### src/rtl/cache_line_adapter.sv
`default_nettype none
// ============================================================================
// Module   : cache_line_adapter
// Purpose  : Converts 256-bit cache line fills/writebacks into 4-beat 64-bit
//            bursts and gathers read beats back into a full line.
// Revision : 1.0
// ============================================================================
module cache_line_adapter #(
    parameter int ADDR_WIDTH = 32,
    parameter int LINE_WIDTH = 256,
    parameter int BEAT_WIDTH = 64
) (
    input  logic                  clk,
    input  logic                  rst_n,
    input  logic [ADDR_WIDTH-1:0] dfp_addr,
    input  logic                  dfp_read,
    input  logic                  dfp_write,
    input  logic [LINE_WIDTH-1:0] dfp_wdata,
    output logic [LINE_WIDTH-1:0] dfp_rdata,
    output logic                  dfp_resp,
    output logic [ADDR_WIDTH-1:0] bmem_addr,
    output logic                  bmem_read,
    output logic                  bmem_write,
    output logic [BEAT_WIDTH-1:0] bmem_wdata,
    input  logic                  bmem_ready,
    input  logic [ADDR_WIDTH-1:0] bmem_raddr,
    input  logic [BEAT_WIDTH-1:0] bmem_rdata,
    input  logic                  bmem_rvalid
);

    localparam int BEATS      = LINE_WIDTH / BEAT_WIDTH;
    localparam int CNT_W      = $clog2(BEATS);
    localparam int LINE_BYTES = LINE_WIDTH / 8;

    typedef enum logic [2:0] {
        S_IDLE     = 3'd0,
        S_RD_CMD   = 3'd1,
        S_RD_DATA  = 3'd2,
        S_WR_BEATS = 3'd3,
        S_RESP     = 3'd4
    } state_t;

    state_t                state_q;
    logic [CNT_W-1:0]      cnt_q;
    logic [CNT_W-1:0]      cnt_d;
    logic [ADDR_WIDTH-1:0] addr_q;
    logic [LINE_WIDTH-1:0] line_q;

    logic [ADDR_WIDTH-1:0] w_req_addr;
    logic                  w_last;
    logic                  w_beat_hit;
    logic [LINE_WIDTH-1:0] w_fill_line;

    // Masking (rather than slicing) keeps every address bit in use.
    assign w_req_addr = dfp_addr & ~ADDR_WIDTH'(LINE_BYTES - 1);
    assign cnt_d      = cnt_q + 1'b1;
    assign w_last     = (cnt_q == CNT_W'(BEATS - 1));
    assign w_beat_hit = bmem_rvalid && (bmem_raddr == addr_q);

    always_comb begin
        w_fill_line = line_q;
        w_fill_line[int'(cnt_q)*BEAT_WIDTH +: BEAT_WIDTH] = bmem_rdata;
    end

    always_ff @(posedge clk or negedge rst_n) begin
        if (!rst_n) begin
            state_q    <= S_IDLE;
            cnt_q      <= '0;
            addr_q     <= '0;
            line_q     <= '0;
            dfp_rdata  <= '0;
            dfp_resp   <= 1'b0;
            bmem_addr  <= '0;
            bmem_read  <= 1'b0;
            bmem_write <= 1'b0;
            bmem_wdata <= '0;
        end else begin
            dfp_resp <= 1'b0;
            case (state_q)
                S_IDLE: begin
                    cnt_q <= '0;
                    // Writeback has priority so a dirty victim leaves before the fill.
                    if (dfp_write) begin
                        addr_q     <= w_req_addr;
                        line_q     <= dfp_wdata;
                        bmem_addr  <= w_req_addr;
                        bmem_write <= 1'b1;
                        bmem_wdata <= dfp_wdata[BEAT_WIDTH-1:0];
                        state_q    <= S_WR_BEATS;
                    end else if (dfp_read) begin
                        addr_q    <= w_req_addr;
                        bmem_addr <= w_req_addr;
                        bmem_read <= 1'b1;
                        state_q   <= S_RD_CMD;
                    end
                end
                S_RD_CMD: begin
                    if (bmem_ready) begin
                        bmem_read <= 1'b0;
                        cnt_q     <= '0;
                        state_q   <= S_RD_DATA;
                    end
                end
                S_RD_DATA: begin
                    if (w_beat_hit) begin
                        line_q <= w_fill_line;
                        cnt_q  <= cnt_d;
                        if (w_last) begin
                            dfp_rdata <= w_fill_line;
                            dfp_resp  <= 1'b1;
                            state_q   <= S_RESP;
                        end
                    end
                end
                S_WR_BEATS: begin
                    if (bmem_ready) begin
                        if (w_last) begin
                            bmem_write <= 1'b0;
                            dfp_resp   <= 1'b1;
                            state_q    <= S_RESP;
                        end else begin
                            cnt_q      <= cnt_d;
                            bmem_wdata <= line_q[int'(cnt_d)*BEAT_WIDTH +: BEAT_WIDTH];
                        end
                    end
                end
                S_RESP: begin
                    state_q <= S_IDLE;
                end
                default: begin
                    state_q <= S_IDLE;
                end
            endcase
        end
    end

endmodule
`default_nettype wire

### config.mk
export PLATFORM = sky130hd
export DESIGN_NAME = cache_line_adapter
export DESIGN_NICKNAME = d
export VERILOG_FILES = /design/src/rtl/cache_line_adapter.sv
export SDC_FILE = /design/constraint.sdc
export NUM_CORES = 1
export LEC_CHECK = 0
export BUFFER_PORTS_ARGS = -buffer_cell sky130_fd_sc_hd__buf_2
export CAP_MARGIN = 30
export CELL_PAD_IN_SITES_DETAIL_PLACEMENT = 1
export CELL_PAD_IN_SITES_GLOBAL_PLACEMENT = 1
export CORE_MARGIN = 5
export CORE_UTILIZATION = 30
export DETAILED_ROUTE_END_ITERATION = 8
export HOLD_SLACK_MARGIN = 0.15
export PLACE_DENSITY = 0.58
export SYNTH_ARGS = -nofsm -noshare
export SYNTH_HDL_FRONTEND = slang
export SYNTH_SLANG_ARGS = --single-unit
### constraint.sdc
create_clock -name clk -period 5.7 [get_ports clk]
set_input_delay 0 -clock clk [delete_from_list [all_inputs] [get_ports clk]]
set_output_delay 0 -clock clk [all_outputs]
set_load 0.02 [all_outputs]
Word level (Yosys, flattened, before mapping) --
Cells that the tools add are included.
Storage, ports and cells: memory bits (writable) 0, logic and storage cells 77, output and inout bits 355, flip-flop bits (word level) 616, memories 0, latch bits 0, ROM bits 0, input port bits 390
Cells by class: shift operators 3, add/sub/neg operators 2, bitwise gates (word level) 0, mux-type cells 34, reduce and logical (&&, ||, !) cells 15, magnitude comparators 0, div/mod/pow operators 0, eq/ne operators 14, multiply operators 0
Operator list (number):
- two-way mux 256 bit | 2
- case mux 256 bit (2 select lines) | 1
- bitwise mux 256 bit | 1
- variable shift 64 x 33 -> 256 bit, first input constant | 1
- variable part select 256 x 9 -> 64 bit | 1
- variable part select 64 x 33 -> 256 bit | 1
- two-way mux 64 bit | 3
- case mux 64 bit (2 select lines) | 1
- two-way mux 32 bit | 2
- negation 8 -> 33 bit | 1
- == test 32 bit | 1
- two-way mux 3 bit | 6
- != test 2 bit, second input constant | 8
- AND reduction 4 bit | 4
- case mux 3 bit (4 select lines) | 1
- two-way mux 1 bit | 9
- two-way mux 2 bit | 4
- case mux 2 bit (4 select lines) | 1
- nonzero test 2 bit | 4
- == test 3 x 2 -> 1 bit, second input constant | 2
- case mux 1 bit (2 select lines) | 3
- AND reduction 3 bit | 2
- AND reduction 5 bit | 1
- nonzero test 4 bit | 1
- 7 further kinds | 7

Depth between registers and ports, before layout --
depth after elaboration 5, depth in mapped cells 11, gate-level depth less buffers 7

Worst setup path after synthesis --
Ideal clock, no wire load.
kind flip-flop to flip-flop, start point reg cnt_q[0], end point reg bmem_wdata[14], data arrival time 2208 ps, setup time 137 ps, slack 3355 ps, stages on the path, launching flop included 9, required time 5563 ps, path buffers 3, clock period less this slack 2345 ps, cell sequence dfrtp_1 clkbuf_1 inv_1 ha_1 buf_1 clkbuf_1 mux4_2 mux2i_1 a21oi_1
Between the ends: longest elaborated chain between the ends 5, elaborated cells between the ends (all ways) 8, classes of those cells 1 x add/sub; 2 x eq/ne; 1 x shift; 3 x mux; 1 x reduce/logical
Ends and longest elaborated chain:
- start: declaration | line 44 | logic [CNT_W-1:0] cnt_q;
- start signal: assignment | line 107 | cnt_q <= cnt_d;
- start signal: assignment | line 122 | cnt_q <= cnt_d;
- adder 2 x 1 -> 2 bit | line 56 | assign cnt_d = cnt_q + 1'b1;
- variable part select 256 x 9 -> 64 bit | line 123 | bmem_wdata <= line_q[int'(cnt_d)*BEAT_WIDTH +: BEAT_WIDTH];
- two-way mux 64 bit | line 117 | if (w_last) begin
- two-way mux 64 bit | line 116 | if (bmem_ready) begin
- case mux 64 bit (2 select lines) | line 79 | case (state_q)
- end signal: assignment | line 88 | bmem_wdata <= dfp_wdata[BEAT_WIDTH-1:0];
- end signal: assignment | line 123
- end: declaration | line 24 | output logic [BEAT_WIDTH-1:0] bmem_wdata,
Parallel ways exist; a longest one is shown, timed or not. The select of a mux whose other input is x is not followed. A chain may end at the register's enable or synchronous reset.

Final worst setup path --
start point in bmem_raddr[0], end point reg line_q[41]
Between the ends: longest elaborated chain between the ends 4
Ends and longest elaborated chain:
- start: declaration | line 26 | input logic [ADDR_WIDTH-1:0] bmem_raddr,
- == test 32 bit | line 58 | assign w_beat_hit = bmem_rvalid && (bmem_raddr == addr_q);
- logical AND 1 bit | line 58
- != test 2 bit (no source line)
- AND reduction 3 bit (no source line)
- end signal: assignment | line 85 | line_q <= dfp_wdata;
- end signal: assignment | line 106 | line_q <= w_fill_line;
- end: declaration | line 47 | logic [LINE_WIDTH-1:0] line_q;
Every way passes these cells.

==> impl_metrics.tcl <==
set metrics [dict create \
    status "finished, final reports clean" \
    hold_viol 0 \
    worst_setup_path_start_kind "input pin" \
    io_pins 745 \
    maxSlewHeadroom 0.2796 \
    whs_path_depth 4 \
    grt_max_degree 161 \
    final_layout_size_suffix_gt1_frac 0.3628 \
    vias_per_cell 5.219 \
    grt_usage 0.2480 \
    cts_made_buffers 77 \
    syn-cell-area_um2 31850 \
    stdcell_area_um2 44730 \
    post_dp_cell_area_um2 36680 \
    fmax_mhz 226.1 \
    num_vias 28430 \
    cts_setup_buffers 0 \
    r2r_slack_ns 1.50 \
    post-place-ws_ns 1.560 \
    clkSinkCount 611 \
    num_rows 119 \
    fillCellCount 11740 \
    die_x_um 335.8 \
    r2r.worst_path.cells 7 \
    crit_type "input pin to flop" \
    cts_tree "built" \
    drcViolationCount 0 \
    hold_class "input pin to flop" \
    clk_latency_ns 0.65 \
    ys_types 51 \
    hold-path-endpoint "bmem_wdata[61]$_DFFE_PN0P_" \
    final_common_cell "buf_2" \
    finalPower_w 0.02336 \
    multi_input_area_um2 14430 \
    maxCapViolCount 0 \
    drt_iter0_drc 1896 \
    gp_congestion 0.7989 \
    wl_per_cell_um 26.63 \
    synth_edf_count 0 \
    path_max_fanout 107 \
    setup_viol 0 \
    tightest_slew_ns 1.081 \
    drtAntennaViolNets 0 \
    die_h_um 335.8 \
    ff_latch_area_um2 15290 \
    antenna_found_initial 22 \
    critical_path_required_ns 6.21 \
    syn_to_final_growth_pct 40.44 \
    firstDrtPassIters 6 \
    grt_pass1_wl_um 211400 \
    dieArea_um2 112800 \
    rr_endpoint "line_q[89]$_DFFE_PN0P_" \
    tns_ns 0 \
    synth.avg_cell_area_um2 11.34 \
    port_buffers 734 \
    synthCells 2810 \
    fin_skew_ns 0.03158 \
    r2r-start "cnt_q[0]$_DFFE_PN0P_" \
    hp-start "dfp_wdata[61]" \
    synthArstFlopShare 1.000 \
    nNetsFinal 4371 \
    layout_setup_ws_ns 1.277 \
    root_buffer "clkbuf_16" \
    rsz0062_at_grt "no" \
    clk_pin_slew_worst_paths_ns 0.06 \
    finalMaxSlewViolations 0 \
    start_util 0.3022 \
    min_period_ns 4.423 \
    grt_overflow 0 \
    cts_buffer_depth 3 \
    htreeDepth 3 \
    seq_area_frac_synth 0.4800 \
    routed_wl_um 145100 \
    layout_common_cells "buf_2, dfrtp_1, dlygate4sd3_1, nand2_1, inv_1" \
    period_share 0.7760 \
    vdd_drop_max_uv 425.5 \
    holdWs_ns 0.2272 \
    power.static_leakage_nw 21.69 \
    cp-end-kind "flop" \
    synth_seq_cells 611 \
    synthFlopType "dfrtp_1" \
    power.density_nw_per_um2 522.3 \
    worst_ep_arrival_time_ns 4.93 \
    grt_pass1_vias 31220 \
    ys_warn_count 0 \
    hpwl_um 90570 \
    placeableCoreArea_um2 105400 \
]
==> Yosys cell counts (all sizes together) (35+ instances only) <==
cell type,count,share of area
a21oi,79,0.012
buf,107,0.026
clkbuf,131,0.015
dfrtp,611,0.48
inv,263,0.031
mux2,271,0.12
mux2i,74,0.023
mux4,64,0.045
nand2,268,0.032
nor2,81,0.0095
o21a,35,0.0082
o21ai,255,0.040
o221a,212,0.075
or3,204,0.040
==> worst max-delay path by stage <==
| stage | startpoint | end | slack [ns] |
|---|---|---|---|
| 2_1_floorplan | cnt_q[0]$_DFFE_PN0P_ | bmem_wdata[14]$_DFFE_PN0P_ | 3.35 |
| 3_3_place_gp | state_q[1]$_DFFE_PN0P_ | dfp_rdata[83]$_DFFE_PN0P_ | 1.61 |
| 3_5_place_dp | state_q[1]$_DFFE_PN0P_ | dfp_rdata[215]$_DFFE_PN0P_ | 1.56 |
| 4_1_cts | cnt_q[0]$_DFFE_PN0P_ | line_q[89]$_DFFE_PN0P_ | 1.41 |
| 5_1_grt | bmem_raddr[0] | line_q[225]$_DFFE_PN0P_ | 1.26 |
| 6_report | bmem_raddr[0] | line_q[41]$_DFFE_PN0P_ | 1.28 |
==> through the flow <==
step,utilization,cells
CTS,0.4235,5422
global route,0.4243,5444
finish,0.4243,5448
detailed placement,0.3480,4753
floorplan,-,2814
global placement,0.3480,4753
==> logic make-up (layout without fill, tap and decap cells) <==
group	after synthesis	count (layout)	share of synthesized area
multiplexers	409	409	0.1914
XOR/XNOR	24	24	0.006599
flip-flops	611	611	0.4800
AND/OR/NAND/NOR	599	599	0.09156
buffers and inverters	501	1719	0.07216
adder cells (fa/ha/maj)	6	6	0.002357
other	1	30	0.0001177
AO/OA/AOI/OAI	659	659	0.1558
==> critical path: stages <==
cell and delay, ns:
dlygate4sd3_1 0.54, buf_2 0.13, or4b_4 0.54, dlygate4sd3_1 0.61, nor4_2 0.37, and4_1 0.25, buf_4 0.27, nand2_8 0.43
buf_12 0.44, o221a_2 0.49, dlygate4sd3_1 0.56
==> cell type report <==
type	instances	area share
Antenna cell	25	0.001399
Clock buffer	116	0.05205
Clock inverter	20	0.006209
Inverter	263	0.02207
Multi-Input combinational cell	1702	0.3225
Sequential cell	611	0.3419
Tap cell	1391	0.03891
Timing Repair Buffer	1320	0.2150
==> what timing repair did <==
action | CTS | global route
hold buffers | 533 | 0
endpoints found under the hold margin | 808 | 0
setup endpoints to repair | 0 | 0
gates resized for setup | 0 | 0
==> sequential cells by signal (all words and copies together) (netlist names) <==
register    count
cnt_q           2
bmem_wdata     64
bmem_write      1
state_q         3
bmem_read       1
dfp_rdata     256
addr_q         27
dfp_resp        1
line_q        256
==> routing by layer <==
layer / part of all wire / track usage / vias up
met5: 0.000090 / 0 / -
met4: 0.047 / 0.1049 / 2
met3: 0.056 / 0.04449 / 305
met2: 0.47 / 0.4061 / 1037
met1: 0.42 / 0.3249 / 14700
li1: - / - / 12390
==> report_power, final <==
group	internal, W	total, W	switching [W]
Clock	0.00312	0.00518	0.00205
Sequential	0.00563	0.00679	0.00116
Combinational	0.00518	0.0114	0.00621
Total	0.0139	0.0234	0.00942
(Power assumes the default switching activity.)
